<file path="src/rtl/uart_pkg.sv">
// rtl/uart_pkg.sv - shared parity-mode constants and FSM encodings for the UART receive-frame checker
package uart_pkg;

    typedef logic [1:0] par_mode_t;

    localparam par_mode_t PAR_NONE = 2'b00;
    localparam par_mode_t PAR_EVEN = 2'b01;
    localparam par_mode_t PAR_ODD  = 2'b10;
    localparam par_mode_t PAR_MARK = 2'b11;

    typedef enum logic [2:0] {
        RXC_IDLE   = 3'd0,
        RXC_DATA   = 3'd1,
        RXC_PARITY = 3'd2,
        RXC_STOP   = 3'd3,
        RXC_DONE   = 3'd4
    } rxc_state_t;

endpackage

</file>
<file path="src/rtl/uart_rx_frame_check_if.sv">
// rtl/uart_rx_frame_check_if.sv - signal bundle between the RX front end and the frame checker
// master: front end / bench (drives frame_start, bit_valid, rx_bit, parity_mode, cnt_clear)
// slave : frame checker (drives busy, data_out, data_valid, parity_err, framing_err, counters)
interface uart_rx_frame_check_if #(
    parameter int DATA_WIDTH = 8,
    parameter int CNT_WIDTH  = 8
);
    import uart_pkg::*;

    logic                  frame_start;
    logic                  bit_valid;
    logic                  rx_bit;
    par_mode_t             parity_mode;
    logic                  cnt_clear;
    logic                  busy;
    logic [DATA_WIDTH-1:0] data_out;
    logic                  data_valid;
    logic                  parity_err;
    logic                  framing_err;
    logic [CNT_WIDTH-1:0]  parity_err_cnt;
    logic [CNT_WIDTH-1:0]  frame_err_cnt;

    modport master (
        output frame_start, bit_valid, rx_bit, parity_mode, cnt_clear,
        input  busy, data_out, data_valid, parity_err, framing_err,
               parity_err_cnt, frame_err_cnt
    );

    modport slave (
        input  frame_start, bit_valid, rx_bit, parity_mode, cnt_clear,
        output busy, data_out, data_valid, parity_err, framing_err,
               parity_err_cnt, frame_err_cnt
    );

endinterface

</file>
<file path="src/rtl/uart_sat_counter.sv">
// rtl/uart_sat_counter.sv - saturating up-counter with synchronous clear
// Ports: clk, rst (async, active-high), clear, inc, count[WIDTH-1:0]
// clear together with inc yields 1 so a same-cycle event is never lost.
module uart_sat_counter #(
    parameter int WIDTH = 8
) (
    input  logic             clk,
    input  logic             rst,
    input  logic             clear,
    input  logic             inc,
    output logic [WIDTH-1:0] count
);

    logic [WIDTH-1:0] count_q;
    logic [WIDTH-1:0] count_d;

    always_comb begin
        count_d = count_q;
        if (clear) begin
            count_d = inc ? WIDTH'(1) : '0;
        end else if (inc && (count_q != '1)) begin
            count_d = count_q + WIDTH'(1);
        end
    end

    always_ff @(posedge clk or posedge rst) begin
        if (rst) begin
            count_q <= '0;
        end else begin
            count_q <= count_d;
        end
    end

    assign count = count_q;

endmodule

</file>
<file path="src/rtl/uart_rx_frame_check.sv">
// rtl/uart_rx_frame_check.sv - UART receive-frame assembler with parity/stop checking and error counters
// Ports: clk, rst (async, active-high), bus (uart_rx_frame_check_if.slave)
// Inputs  : frame_start, bit_valid, rx_bit, parity_mode, cnt_clear
// Outputs : busy, data_out, data_valid, parity_err, framing_err, parity_err_cnt, frame_err_cnt
module uart_rx_frame_check #(
    parameter int DATA_WIDTH = 8,
    parameter int STOP_BITS  = 1,
    parameter int CNT_WIDTH  = 8
) (
    input logic                    clk,
    input logic                    rst,
    uart_rx_frame_check_if.slave   bus
);
    import uart_pkg::*;

    localparam int BCW = $clog2(DATA_WIDTH + 1);

    rxc_state_t            state_q,    state_d;
    par_mode_t             mode_q,     mode_d;
    logic [BCW-1:0]        bit_cnt_q,  bit_cnt_d;
    logic [DATA_WIDTH-1:0] shift_q,    shift_d;
    logic                  par_acc_q,  par_acc_d;
    logic                  perr_run_q, perr_run_d;
    logic                  ferr_run_q, ferr_run_d;
    logic [DATA_WIDTH-1:0] data_q,     data_d;
    logic                  perr_q,     perr_d;
    logic                  ferr_q,     ferr_d;

    always_comb begin
        state_d    = state_q;
        mode_d     = mode_q;
        bit_cnt_d  = bit_cnt_q;
        shift_d    = shift_q;
        par_acc_d  = par_acc_q;
        perr_run_d = perr_run_q;
        ferr_run_d = ferr_run_q;
        data_d     = data_q;
        perr_d     = perr_q;
        ferr_d     = ferr_q;

        unique case (state_q)
            RXC_IDLE: begin
                // A bit_valid in the same cycle belongs to the start bit, not the data.
                if (bus.frame_start) begin
                    state_d    = RXC_DATA;
                    mode_d     = bus.parity_mode;
                    bit_cnt_d  = '0;
                    par_acc_d  = 1'b0;
                    perr_run_d = 1'b0;
                    ferr_run_d = 1'b0;
                end
            end
            RXC_DATA: begin
                if (bus.bit_valid) begin
                    // LSB arrives first, so shifting right from the MSB leaves it at bit 0.
                    shift_d   = {bus.rx_bit, shift_q[DATA_WIDTH-1:1]};
                    par_acc_d = par_acc_q ^ bus.rx_bit;
                    if (bit_cnt_q == BCW'(DATA_WIDTH - 1)) begin
                        bit_cnt_d = '0;
                        state_d   = (mode_q == PAR_NONE) ? RXC_STOP : RXC_PARITY;
                    end else begin
                        bit_cnt_d = bit_cnt_q + BCW'(1);
                    end
                end
            end
            RXC_PARITY: begin
                if (bus.bit_valid) begin
                    unique case (mode_q)
                        PAR_EVEN: perr_run_d = (bus.rx_bit != par_acc_q);
                        PAR_ODD:  perr_run_d = (bus.rx_bit != ~par_acc_q);
                        PAR_MARK: perr_run_d = (bus.rx_bit != 1'b1);
                        default:  perr_run_d = 1'b0;
                    endcase
                    state_d = RXC_STOP;
                end
            end
            RXC_STOP: begin
                if (bus.bit_valid) begin
                    // A bad stop bit is only flagged; the remaining stop bits are still consumed.
                    ferr_run_d = ferr_run_q | ~bus.rx_bit;
                    if (bit_cnt_q == BCW'(STOP_BITS - 1)) begin
                        state_d = RXC_DONE;
                        data_d  = shift_q;
                        perr_d  = perr_run_q;
                        ferr_d  = ferr_run_q | ~bus.rx_bit;
                    end else begin
                        bit_cnt_d = bit_cnt_q + BCW'(1);
                    end
                end
            end
            RXC_DONE: begin
                state_d = RXC_IDLE;
            end
            default: begin
                state_d = RXC_IDLE;
            end
        endcase
    end

    always_ff @(posedge clk or posedge rst) begin
        if (rst) begin
            state_q    <= RXC_IDLE;
            mode_q     <= PAR_NONE;
            bit_cnt_q  <= '0;
            shift_q    <= '0;
            par_acc_q  <= 1'b0;
            perr_run_q <= 1'b0;
            ferr_run_q <= 1'b0;
            data_q     <= '0;
            perr_q     <= 1'b0;
            ferr_q     <= 1'b0;
        end else begin
            state_q    <= state_d;
            mode_q     <= mode_d;
            bit_cnt_q  <= bit_cnt_d;
            shift_q    <= shift_d;
            par_acc_q  <= par_acc_d;
            perr_run_q <= perr_run_d;
            ferr_run_q <= ferr_run_d;
            data_q     <= data_d;
            perr_q     <= perr_d;
            ferr_q     <= ferr_d;
        end
    end

    assign bus.busy        = (state_q != RXC_IDLE) && (state_q != RXC_DONE);
    assign bus.data_valid  = (state_q == RXC_DONE);
    assign bus.data_out    = data_q;
    assign bus.parity_err  = perr_q;
    assign bus.framing_err = ferr_q;

    uart_sat_counter #(.WIDTH(CNT_WIDTH)) u_parity_cnt (
        .clk   (clk),
        .rst   (rst),
        .clear (bus.cnt_clear),
        .inc   (bus.data_valid & perr_q),
        .count (bus.parity_err_cnt)
    );

    uart_sat_counter #(.WIDTH(CNT_WIDTH)) u_frame_cnt (
        .clk   (clk),
        .rst   (rst),
        .clear (bus.cnt_clear),
        .inc   (bus.data_valid & ferr_q),
        .count (bus.frame_err_cnt)
    );

endmodule

</file>
<file path="src/flat_wrapper.sv">
// flat-port wrapper written by rule: the top's interface ports become plain ports
module uart_rx_frame_check_flat import uart_pkg::*;
#(
    parameter int DATA_WIDTH = 8,
    parameter int STOP_BITS  = 1,
    parameter int CNT_WIDTH  = 8
)
  (clk, rst, bus_frame_start, bus_bit_valid, bus_rx_bit, bus_parity_mode, bus_cnt_clear, bus_busy, bus_data_out, bus_data_valid, bus_parity_err, bus_framing_err, bus_parity_err_cnt, bus_frame_err_cnt);
  uart_rx_frame_check_if #(.DATA_WIDTH(DATA_WIDTH), .CNT_WIDTH(CNT_WIDTH)) bus_i ();
  input logic clk;
  input logic rst;
  input wire logic [$bits(bus_i.frame_start)-1:0] bus_frame_start;
  input wire logic [$bits(bus_i.bit_valid)-1:0] bus_bit_valid;
  input wire logic [$bits(bus_i.rx_bit)-1:0] bus_rx_bit;
  input wire logic [$bits(bus_i.parity_mode)-1:0] bus_parity_mode;
  input wire logic [$bits(bus_i.cnt_clear)-1:0] bus_cnt_clear;
  output wire logic [$bits(bus_i.busy)-1:0] bus_busy;
  output wire logic [$bits(bus_i.data_out)-1:0] bus_data_out;
  output wire logic [$bits(bus_i.data_valid)-1:0] bus_data_valid;
  output wire logic [$bits(bus_i.parity_err)-1:0] bus_parity_err;
  output wire logic [$bits(bus_i.framing_err)-1:0] bus_framing_err;
  output wire logic [$bits(bus_i.parity_err_cnt)-1:0] bus_parity_err_cnt;
  output wire logic [$bits(bus_i.frame_err_cnt)-1:0] bus_frame_err_cnt;
  assign bus_i.frame_start = bus_frame_start;
  assign bus_i.bit_valid = bus_bit_valid;
  assign bus_i.rx_bit = bus_rx_bit;
  assign bus_i.parity_mode = bus_parity_mode;
  assign bus_i.cnt_clear = bus_cnt_clear;
  assign bus_busy = bus_i.busy;
  assign bus_data_out = bus_i.data_out;
  assign bus_data_valid = bus_i.data_valid;
  assign bus_parity_err = bus_i.parity_err;
  assign bus_framing_err = bus_i.framing_err;
  assign bus_parity_err_cnt = bus_i.parity_err_cnt;
  assign bus_frame_err_cnt = bus_i.frame_err_cnt;
  uart_rx_frame_check #(.DATA_WIDTH(DATA_WIDTH), .STOP_BITS(STOP_BITS), .CNT_WIDTH(CNT_WIDTH)) u_core (.clk(clk), .rst(rst), .bus(bus_i));
endmodule
</file>
<file path="config.mk">
export PLATFORM = sky130hd
export DESIGN_NAME = uart_rx_frame_check_flat
export DESIGN_NICKNAME = d
export VERILOG_FILES = /design/src/rtl/uart_pkg.sv /design/src/rtl/uart_rx_frame_check_if.sv /design/src/rtl/uart_sat_counter.sv /design/src/rtl/uart_rx_frame_check.sv /design/src/flat_wrapper.sv
export SDC_FILE = /design/constraint.sdc
export NUM_CORES = 1
export LEC_CHECK = 0
export CAP_MARGIN = 10
export CORE_ASPECT_RATIO = 0.7
export CORE_MARGIN = 4
export CORE_UTILIZATION = 53
export DETAILED_ROUTE_END_ITERATION = 6
export PLACE_DENSITY = 0.78
export SLEW_MARGIN = 0
export SYNTH_ARGS = -nofsm -noshare
export SYNTH_HDL_FRONTEND = slang
export SYNTH_SLANG_ARGS = --single-unit
</file>
<file path="constraint.sdc">
create_clock -name clk -period 2.28 [get_ports clk]
set_input_delay 0.57 -clock clk [delete_from_list [all_inputs] [get_ports clk]]
set_output_delay 0.57 -clock clk [all_outputs]
set_load 0.01 [all_outputs]
</file>
* Yosys cells after proc, flatten, opt, wreduce, memory -nomap -nowiden
Cells that the tools add are included.
Widths: inputs -> output; s select.
** Storage, ports and cells
- Register bits after elaboration :: 46
- Input port bits :: 8
- Output and inout port bits :: 28
- Logic and storage cells :: 90
** Operators by class
- Add/subtract/negate cells :: 3
- Eq/ne operators :: 20
- Multiplexer cells :: 28
- Bitwise logic cells :: 6
- Reductions and logical operators :: 21
** Operator list (number)
- $mux 8 :: 4
- $mux 4 :: 5
- $mux 3 :: 6
- $add 8x1->8 const B :: 2
- $ne 8x8->1 const B :: 2
- $pmux 3 s4 :: 1
- $pmux 4 s3 :: 1
- $reduce_and 3->1 :: 4
- $ne 2x2->1 const B :: 5
- $reduce_bool 2->1 :: 5
- $mux 1 :: 7
- $eq 3x2->1 const B :: 2
- $pmux 1 s2 :: 3
- $reduce_and 6->1 :: 1
- $reduce_bool 3->1 :: 2
- $reduce_and 5->1 :: 1
- $add 4x1->4 const B :: 1
- $eq 2x2->1 const B :: 2
- $eq 4x3->1 const B :: 1
- $logic_not 4->1 :: 1
- $ne 2x1->1 const B :: 2
- $reduce_and 2->1 :: 2
- $eq 3x1->1 const B :: 1
- $eq 3x3->1 const B :: 1
- other kinds (11) :: 16

* Depth between registers and ports, before layout
Gate-level depths: netlist of run 1.
- Depth in word-level cells :: 5
- Gate-level depth with buffers :: 7
- Depth with buffers taken out :: 6

* Modules after synthesis
From an unflattened synthesis of run 1, not the netlist that was laid out.
** Second synthesis, totals
- Cells, all modules :: 222
- Area, all modules :: 2378.5 um2
** By module, submodules not included
- uart_rx_frame_check :: instances 1, cells an instance 128, area an instance 1477.7 um2, seq. area each 750.7 um2
- uart_sat_counter :: instances 2, cells an instance 47, area an instance 450.4 um2, seq. area each 200.2 um2

* Worst setup path before layout of run 1
Ideal clock, no wire load.
- Path type :: register -> register
- From :: register u_core.bit_cnt_q[0]
- To :: register u_core.data_q[1] (netlist: u_core.bus.data_out[1])
- Setup time :: 128 ps
- Arrival time :: 1650 ps
- Slack :: 502 ps
- Cell stages (with the launch flop) :: 7
- Path buffers :: 1
- Path through :: dfrtp_1 -> inv_1 -> ha_1 -> or3b_1 -> nor3_2 -> buf_4 -> mux2_1
** On the way
- Cells in the longest elaborated chain, start to end :: 2
** Ends and longest elaborated chain
- start: declaration :: line uart_rx_frame_check.sv:20 : logic [BCW-1:0] bit_cnt_q, bit_cnt_d;
- start signal: assignment :: line uart_rx_frame_check.sv:115 : bit_cnt_q <= bit_cnt_d;
- $logic_not 4->1 :: line uart_rx_frame_check.sv:81 : if (bit_cnt_q == BCW'(STOP_BITS - 1)) begin
- $reduce_and 3->1 (no line)
- end signal: assignment :: line uart_rx_frame_check.sv:120 : data_q <= data_d;
- end: declaration :: line uart_rx_frame_check.sv:25 : logic [DATA_WIDTH-1:0] data_q, data_d;
No other way between the ends.
A chain may end at the register's enable or synchronous reset.

* Worst setup path in the final report of run 1
- From :: register u_core.state_q[0]
- To :: output port bus_data_valid
** On the way
- Cells in the longest elaborated chain, start to end :: 1
** Ends and longest elaborated chain
- start: declaration :: line uart_rx_frame_check.sv:18 : rxc_state_t state_q, state_d;
- start signal: assignment :: line uart_rx_frame_check.sv:113 : state_q <= state_d;
- $eq 3x3->1 :: line uart_rx_frame_check.sv:127 : assign bus.data_valid = (state_q == RXC_DONE);
- end: declaration :: line flat_wrapper.sv:19 : output wire logic [$bits(bus_i.data_valid)-1:0] bus_data_valid;
No other way between the ends.

==> results of run 1 <==
[final timing paths]
path | slack, ps | depth (start not counted) | startpoint | end
max in group asynchronous | 1160 | 3 | rst | u_core.shift_q[0]
min in group asynchronous | 610 | 2 | rst | u_core.u_frame_cnt.count[7]
setup reg to reg | 370 | 6 | u_core.bit_cnt_q[0] | u_core.bus.data_out[0]
hold / removal | 490 | 1 | u_core.bus.data_out[7] | u_core.bus.data_out[7]
setup / recovery | 90 | 3 | u_core.state_q[0] | bus_data_valid
hold reg to reg | 490 | 1 | u_core.bus.data_out[7] | u_core.bus.data_out[7]
[metrics by stage]
stage / setup slack, ps / std cells / power, mW / utilization
after floorplan: 502 / 217 / 1.92 / -
after global placement: 138 / 306 / 2.31 / 0.687
after detailed placement: 95.1 / 306 / 2.35 / 0.687
after CTS: 89.5 / 314 / 2.87 / 0.710
after global routing: 11.5 / 314 / 3.07 / 0.710
final: 88.6 / 314 / 2.85 / 0.710
[power by group through the flow]
stage                     Combinational [mW]  Clock [mW]  Sequential, mW
after detailed placement                1.10           0            1.24
after global routing                    1.23       0.571            1.27
after CTS                               1.11       0.526            1.23
final                                   1.11       0.513            1.23
after global placement                  1.07           0            1.23
after floorplan                        0.679           0            1.24
[worst register-to-register path: cells and delay by family, from the launching register on]
family	cells	cell delay, ps
fa+ha+maj	1	180
buf+inv	2	310
flops	1	410
mux	1	350
simple gates	2	540
[layout by cell type (no fill, tap or decap), drive strengths merged, types with 2 or more instances in the layout]
cell / synthesis / routed
dfrtp: 46 / 46
clkdlybuf4s50: 0 / 35
nand2: 17 / 17
nor2: 17 / 17
mux2: 17 / 17
o21ai: 13 / 13
inv: 12 / 12
buf: 6 / 9
a21oi: 8 / 8
xor2: 8 / 8
ha: 8 / 8
or3: 5 / 5
nand4: 5 / 5
nand3: 5 / 5
clkbuf: 1 / 5
o211ai: 5 / 5
nand2b: 4 / 4
and3: 4 / 4
nor3: 4 / 4
mux2i: 3 / 3
xnor2: 3 / 3
nor4bb: 2 / 2
a211oi: 2 / 2
and4: 2 / 2
a2111oi: 2 / 2
o22ai: 2 / 2
or3b: 2 / 2
and4bb: 2 / 2
clkinv: 0 / 2
[routing by layer]
metal  vias up  routed length (um)  global-route usage
met3         2                 332              0.0501
met2        69                2050               0.275
met1       862                2320               0.281
met5         -                   0                   0
met4         0                  13              0.0345
li1        865                   -                   -
[layout make-up]
type                       count  area (sq um)
fill                         279          1190
sequential                    46          1150
multi-input combinational    152          1120
timing repair buffer          44           430
clock buffer                   5          68.8
tap                           52          65.1
inverter                      12          45.0
clock inverter                 3          25.0
[registers in the layout (all words and copies together), names as in the netlist]
register                   cells
u_core.bit_cnt_q               4
u_core.bus.data_out            8
u_core.bus.framing_err         1
u_core.bus.parity_err          1
u_core.ferr_run_q              1
u_core.mode_q                  2
u_core.par_acc_q               1
u_core.perr_run_q              1
u_core.shift_q                 8
u_core.state_q                 3
u_core.u_frame_cnt.count       8
u_core.u_parity_cnt.count      8
[cells by family after synthesis]
| family | share of synthesized area |
|---|---|
| AO/OA/AOI/OAI | 0.117 |
| XOR/XNOR | 0.0409 |
| adder cells (fa/ha/maj) | 0.0425 |
| buffers and inverters | 0.0377 |
| flip-flops | 0.488 |
| multiplexers | 0.0939 |
| AND/OR/NAND/NOR | 0.180 |
==> flow_metrics.tcl, run 1 <==
set metrics [dict create \
    outcome "finished clean" \
    netlist.area_leader.share 0.488 \
    cellLeakagePower_nw 1.27 \
    drt_first_iter_violations 67 \
    cts-root-to-sink-buffers 2 \
    via_count_of_the_first_global_routing_pass 1749 \
    power_density_mw_per_mm2 983 \
    timing.critical_path.arrival_ps 1620 \
    switching_share 0.353 \
    port-buffer-count 35 \
    whs_ps 492 \
    ys_dominant_reg_cell "dfrtp_1" \
    critPathMaxFanout 4 \
    max-cap-violations 0 \
    timing.critical_path.slowest_stage_cell "clkdlybuf4s50_1" \
    cts_setup_buffers 0 \
    layout-drive-gt1-share 0.103 \
    place_area_sq_mm 0.00281 \
    netlist_top_cells_count "46 x dfrtp_1, 17 x nand2_1, 17 x nor2_1" \
    design.core.area_sq_mm 0.00409 \
    die-height_um 63.8 \
    detail_route.wl_per_cell_um 15.0 \
    grt.total_usage 0.187 \
    routed_wl_um 4710 \
    ys_warn_count 0 \
    cts_h_tree_depth 2 \
    clkSlewWorstSetupHoldPaths_ps 90 \
    globalRouteOverflowTotal 0 \
    overall_die_width_um 87.7 \
    timing.hold.worst.class "reg2reg" \
    critical_path_buf_inv_count 1 \
    cts_resized 0 \
    syn-cell-area_sq_mm 0.00236 \
    hold_viol 0 \
    peak_vdd_ir_uv 863 \
    cp-start-kind "flop" \
    relSlewSlack 0.518 \
    ffs_latches_synth 46 \
    critPathRequiredTime_ps 1710 \
    die_area_sq_mm 0.00560 \
    synth-edff-count 0 \
    diodes 0 \
    synth.avg_cell_area_sq_um 10.9 \
    post-route-cell-area_sq_mm 0.00290 \
    post-route-drc-count 0 \
    final_min_period_over_clock_period 0.961 \
    slowest_delay_ps 540 \
    grt_pass1_wl_um 8350 \
    setup_tns_ps 0 \
    postRouteAntennaNets 0 \
    clock_tree.root_cell "clkbuf_8" \
    timing_max_transition_violations_final 0 \
    netlist.top_cell.by_area "dfrtp_1" \
    clock_tree_from_tritoncts "built" \
    clock_power_share 0.180 \
    critical_path_class "reg2out" \
    timing.critical_path.max_delay_family "buffers and inverters" \
    mappedNetlistNets 233 \
    grt_max_degree 28 \
    power.net_switching_mw 1.01 \
    dr_total_vias 1798 \
    internal-power_mw 1.85 \
    finalWorstPathRequiredPeriod_ps 2190 \
    num-nets-final 277 \
    finClkSkew_ps 4.57 \
    path_cells "or2_1 -> nor2_1 -> clkdlybuf4s50_1" \
    cts-buffers-inserted 5 \
    post_synth_inst_count 217 \
    vias_per_cell 5.73 \
    final-setup-viol-count 0 \
    drt-pass1-iter-count 4 \
    place_congestion 0.865 \
    area_growth_syn_to_layout_pct 23.1 \
    number_of_antenna_violations_at_the_first_check_in_global_routing 0 \
    netlist-cell-type-count 49 \
    synthMostInstantiatedCell "dfrtp_1" \
    fmaxAchievable_mhz 456 \
    num_io_pins 36 \
    combPwrFrac 0.389 \
    initial_core_util 0.576 \
    placement_row_count 19 \
    worst_skew_pair.late_latency_ps 300 \
    power_frac_seq 0.432 \
    async_reset_ff_frac 1.00 \
    cts.hold.buffers_added 0 \
    synth.yosys.seq_area_share 0.488 \
    unrepaired_setup_endpoints_after_global_routing "no" \
    hpwlAfterDp_um 3490 \
    worst_margin_pin_slew_ps 718 \
    synth.top_cells.by_area "dfrtp_1 49%, mux2_1 7.6%, ha_1 4.2%" \
    clock_sinks 46 \
    critical_path.endpoint_type "output port" \
]
No activity file was read; power rests on OpenSTA's default activity.
==> run 2: changes to the inputs <==
- ABC_AREA: not set -> 1
- CORE_UTILIZATION: 53 -> 54
==> run 2 against run 1 <==
Compared with the run above:
- highest routed layer unchanged
- utilization fell by 2.0 points
- critical endpoint unchanged
- register-to-register slack better by 290 ps
- critical path depth grew 1
- cell area rose by 5.2%
- largest cell class is now multi-input gates
- sequential power barely moved
- critical path type unchanged
- sequential share of layout area shrank 2.0 points
==> flow_metrics.tcl, run 2 <==
set metrics [dict create \
    num-nets-final 380 \
    hold_depth 2 \
    drt_first_iter_violations 146 \
    netlist-cell-type-count 27 \
    cts_setup_buffers 0 \
    cts-root-to-sink-buffers 2 \
    port-buffer-count 35 \
    hold_viol 0 \
    post-route-drc-count 0 \
    globalRouteOverflowTotal 0 \
    finClkSkew_ps 15.1 \
    drt-pass1-iter-count 4 \
    critical_path_class "reg2out" \
    cts_h_tree_depth 2 \
    diodes 0 \
    postRouteAntennaNets 0 \
    timing.hold.worst.class "reg2reg" \
    worst_r2r_endpoint "u_core.bit_cnt_q[1]" \
    clock_tree.root_cell "clkbuf_8" \
    setup_tns_ps 0 \
    rrSetupSlack_ps 660 \
    mappedNetlistNets 338 \
    hp-start "u_core.bus.data_out[6]" \
    syn-cell-area_sq_mm 0.00254 \
    synth.yosys.seq_area_share 0.453 \
    ffs_latches_synth 46 \
    clkSlewWorstSetupHoldPaths_ps 90 \
    number_of_antenna_violations_at_the_first_check_in_global_routing 0 \
    vias_per_cell 5.07 \
    relSlewSlack 0.526 \
    cts.hold.buffers_added 0 \
    timing_max_transition_violations_final 0 \
    die-height_um 65.4 \
    placement_row_count 20 \
    cp-start-kind "flop" \
    critical_path.endpoint_type "output port" \
    cellLeakagePower_nw 1.54 \
    timing.critical_path.arrival_ps 1610 \
    max-cap-violations 0 \
    final-setup-viol-count 0 \
    hpwlAfterDp_um 3830 \
    area_growth_syn_to_layout_pct 20.2 \
    clock_tree_from_tritoncts "built" \
    via_count_of_the_first_global_routing_pass 2016 \
    critPathMaxFanout 7 \
    initial_core_util 0.573 \
    timing.critical_path.slowest_stage_cell "clkdlybuf4s50_1" \
    grt_pass1_wl_um 9020 \
    critical_path.reg2reg.startpoint "u_core.state_q[2]" \
    power_density_mw_per_mm2 936 \
    grt_max_degree 26 \
    grt.total_usage 0.190 \
    cts_resized 0 \
    layout.cells.most_common "nand2_1" \
    ys_dominant_reg_cell "dfrtp_1" \
    clock_sinks 46 \
    synth-edff-count 0 \
    synthMostInstantiatedCell "nand2_1" \
    unrepaired_setup_endpoints_after_global_routing "no" \
    hold_path_end "u_core.bus.data_out[6]" \
    dr_total_vias 2130 \
    netlist_top_cells_count "108 x nand2_1, 46 x dfrtp_1, 35 x inv_1" \
    design.core.area_sq_mm 0.00443 \
    synth.avg_cell_area_sq_um 7.89 \
    whs_ps 486 \
    overall_die_width_um 90.0 \
    worst_margin_pin_slew_ps 707 \
    outcome "finished clean" \
    finalWorstPathRequiredPeriod_ps 2180 \
    netlist.top_cell.by_area "dfrtp_1" \
    mostFrequentLayoutCells "108 x nand2_1, 46 x dfrtp_1, 35 x clkdlybuf4s50_1" \
    slowest_delay_ps 530 \
    async_reset_ff_frac 1.00 \
    fmaxAchievable_mhz 458 \
    die_area_sq_mm 0.00588 \
    final_min_period_over_clock_period 0.957 \
    routed_wl_um 5070 \
    synth.top_cells.by_area "dfrtp_1 45%, nand2_1 16%, nand3_1 5.9%" \
    post_synth_inst_count 322 \
    layout-drive-gt1-share 0.110 \
    num_io_pins 36 \
    worstRegToRegCells 7 \
    place_congestion 0.951 \
    cts-buffers-inserted 5 \
    ys_warn_count 0 \
    detail_route.wl_per_cell_um 12.1 \
    netlist.area_leader.share 0.453 \
    critPathRequiredTime_ps 1710 \
    n_fill_cell 357 \
    peak_vdd_ir_uv 624 \
    path_cells "nor2_2 -> nand2_1 -> inv_1 -> clkdlybuf4s50_1" \
    worst_skew_pair.late_latency_ps 310 \
]
==> run 2: changes by cell type in the layout (fill, tap and decap cells not counted), sizes merged, moves of 5 or more <==
cell,change
or3,-5
nor2,+15
o211ai,-5
inv,+23
o21ai,+9
buf,-5
nand2,+94
mux2,-17
nand3,+27
==> run 2: how the worst max path moves through the flow <==
stage | start | to | slack [ps] | depth (start not counted)
6_report | u_core.state_q[0] | bus_data_valid | 100 | 4
2_1_floorplan | rst | u_core.bit_cnt_q[0] | 620 | 1
5_1_grt | u_core.state_q[0] | bus_data_valid | 10 | 4
4_1_cts | u_core.state_q[0] | bus_data_valid | 90 | 4
3_3_place_gp | bus_bit_valid | u_core.state_q[1] | 410 | 8
3_5_place_dp | bus_cnt_clear | u_core.u_frame_cnt.count[0] | 350 | 5
==> run 2: cells by family (layout without fill, tap and decap cells) <==
logic type	Yosys count	after routing	share of synthesized area
buf+inv	40	83	0.0680
xor+xnor	6	6	0.0207
simple gates	189	189	0.332
compound gates	33	33	0.0872
fa+ha+maj	8	8	0.0394
flops	46	46	0.453
==> run 2: critical path, delay by kind of cell (launching register included) <==
| kind | cells | cell delay [ps] |
|---|---|---|
| DFF | 1 | 480 |
| and+or+nand+nor | 2 | 240 |
| buffers and inverters | 2 | 590 |
==> run 2: cell type report <==
cell class              count  area (sq um)  area share
clock buffers               5          68.8      0.0225
clock inverters             3          21.3     0.00696
inverters                  36           135      0.0442
multi-input cells         236          1220       0.398
flip-flops and latches     46          1150       0.377
well taps                  55          68.8      0.0225
repair buffers             39           393       0.129
==> run 2: per-layer routing <==
metal / vias up / GRT usage / share of wire
met5: - / 0 / 0
met4: 0 / 0.0553 / 0.011
met3: 5 / 0.0538 / 0.049
met2: 42 / 0.302 / 0.44
met1: 970 / 0.256 / 0.50
li1: 1113 / - / -
==> run 2: through the flow <==
step           power [mW]  utilization  instance area (sq um)  worst slack (ps)  instances
5_1_grt              3.11        0.690                   3050              11.3        420
3_5_place_dp         2.38        0.669                   2960               351        412
6_report             2.86        0.690                   3050              97.5        420
4_1_cts              2.89        0.690                   3050              89.8        420
2_1_floorplan        2.00            -                   2540               622        322
3_3_place_gp         2.34        0.669                   2960               414        412
==> run 2: report_power, final <==
part	internal [mW]	switching [mW]	leakage (nW)	total, mW
Combinational	0.468	0.682	0.878	1.15
Sequential	1.02	0.184	0.619	1.21
Clock	0.215	0.284	0.0441	0.500
==> run 3: changes to the inputs <==
- CTS_CLUSTER_DIAMETER: not set -> 200
- clock period: 2.28 -> 2.4 ns (I/O delays scaled with it)
==> run 3 against run 2 <==
Compared with the run above:
- critical path depth did not move
- total power fell by 1.1%
- global-route usage rose by 0.62 points
- hold slack barely moved
- first-iteration DRC count fell by 29%
- cell area rose by 0.82%
- clock-buffer cell count did not move
- cell count rose by 0.48%
- via count rose by 1.1%
- die area did not move
- non-clock buffer count rose by 2
- critical endpoint unchanged
==> flow_metrics.tcl, run 3 (same netlist as run 2, synthesis figures left out) <==
set metrics [dict create \
    timing_max_transition_violations_final 0 \
    number_of_antenna_violations_at_the_first_check_in_global_routing 0 \
    place_area_sq_mm 0.00297 \
    area_growth_syn_to_layout_pct 21.2 \
    final-setup-viol-count 0 \
    setup_tns_ps 0 \
    hold_viol 0 \
    initial_core_util 0.573 \
    cts_h_tree_depth 2 \
    dr_total_vias 2154 \
    post-place-cells 414 \
    clock_sinks 46 \
    final_core_utilization 0.695 \
    grt.busiest_layer "met2" \
    placement_row_count 20 \
    grt_pass1_wl_um 9340 \
    mostFrequentLayoutCells "108 x nand2_1, 46 x dfrtp_1, 35 x clkdlybuf4s50_1" \
    timing.critical_path.arrival_ps 1590 \
    total_power_mw 2.83 \
    vias_per_cell 5.10 \
    peak_vdd_ir_uv 789 \
    die_area_sq_mm 0.00588 \
    num-nets-final 382 \
    fin_cells 422 \
    num_io_pins 36 \
    final_min_period_over_clock_period 0.913 \
    critical_path.reg2reg.startpoint "u_core.u_parity_cnt.count[0]" \
    overall_die_width_um 90.0 \
    routed_wl_um 5150 \
    grt_max_degree 22 \
    critPathMaxFanout 7 \
    path_cells "nor2_2 -> nand2_1 -> inv_1 -> clkdlybuf4s50_1" \
    die-height_um 65.4 \
    drt_first_iter_violations 103 \
    power_density_mw_per_mm2 918 \
    number_of_logic_stages_on_the_critical_path_including_buffering 4 \
    layout.cells.most_common "nand2_1" \
    timing.critical_path.max_delay_family "buffers and inverters" \
    postRouteAntennaNets 0 \
    finClkSkew_ps 7.43 \
    grt_use_met2 0.315 \
    cts_resized 0 \
    rrSetupSlack_ps 790 \
    critical_path_class "reg2out" \
    cts_setup_buffers 0 \
    met3_usage 0.0378 \
    whs_ps 486 \
    slowest_delay_ps 520 \
    fmaxAchievable_mhz 456 \
    place_congestion 0.942 \
    design.core.area_sq_mm 0.00443 \
    post-route-drc-count 0 \
    worstRegToRegCells 7 \
    layout-drive-gt1-share 0.114 \
    worst_margin_pin_slew_ps 563 \
    hold_depth 2 \
    worst_skew_pair.late_latency_ps 300 \
    timing.critical_path.slowest_stage_cell "clkdlybuf4s50_1" \
    cp-start-kind "flop" \
    max-cap-violations 0 \
    clock_tree_from_tritoncts "built" \
    diodes 0 \
    globalRouteOverflowTotal 0 \
    finalWorstPathRequiredPeriod_ps 2190 \
    timing.hold.worst.class "reg2reg" \
    cts-buffers-inserted 5 \
    unrepaired_setup_endpoints_after_global_routing "no" \
    post-route-cell-area_sq_mm 0.00308 \
    worst_r2r_endpoint "u_core.u_parity_cnt.count[6]" \
    hpwlAfterDp_um 3920 \
    worst_slack_ps 208 \
    detail_route.wl_per_cell_um 12.2 \
    grt.total_usage 0.196 \
    clkSlewWorstSetupHoldPaths_ps 90 \
    globalRouteMet1Util 0.266 \
    via_count_of_the_first_global_routing_pass 2064 \
    cts.hold.buffers_added 0 \
    relSlewSlack 0.623 \
    critical_path_buf_inv_count 2 \
    cellLeakagePower_nw 1.56 \
    pre_cts_ws_ps 474 \
    cts-root-to-sink-buffers 2 \
    drt-pass1-iter-count 4 \
    critical_path.endpoint_type "output port" \
    critPathRequiredTime_ps 1800 \
    port-buffer-count 35 \
    timing.critical_path.to "bus_data_valid" \
    outcome "finished clean" \
    clock_tree.root_cell "clkbuf_8" \
    worstSetupStartpoint "u_core.state_q[0]" \
]
## run 3: tightest hold or removal path: stages (launching register included)
cell and delay, ps:
dfrtp_1 350, nand2_1 60, o21ai_2 50
## run 3: how the worst min path moves through the flow
stage                     slack, ps                   start                     end
final                           490  u_core.bus.data_out[1]  u_core.bus.data_out[1]
after global routing            510  u_core.bus.data_out[5]  u_core.bus.data_out[5]
after CTS                       490  u_core.bus.data_out[7]  u_core.bus.data_out[7]
after global placement          470  u_core.bus.data_out[7]  u_core.bus.data_out[7]
after detailed placement        470       u_core.perr_run_q       u_core.perr_run_q
after floorplan                 450       u_core.perr_run_q       u_core.perr_run_q
## run 3: layout make-up
class	count	area (sq um)
Clock buffer	5	68.8
Multi-Input combinational cell	236	1220
Tap cell	55	68.8
Clock inverter	3	43.8
Timing Repair Buffer	41	395
Inverter	36	135
Fill cell	363	1350
Sequential cell	46	1150
## run 3: where the power goes
part | total [mW] | internal (mW) | switching, mW | leakage, nW
clock | 0.585 | 0.312 | 0.273 | 0.0585
sequential | 1.14 | 0.973 | 0.170 | 0.619
combinational | 1.10 | 0.445 | 0.653 | 0.883
total | 2.83 | 1.73 | 1.10 | 1.56
## run 3: metal layers
metal / vias to the layer above / part of all wire
met4: 0 / 0.017
li1: 1112 / -
met5: - / 0
met2: 44 / 0.43
met1: 987 / 0.50
met3: 11 / 0.049
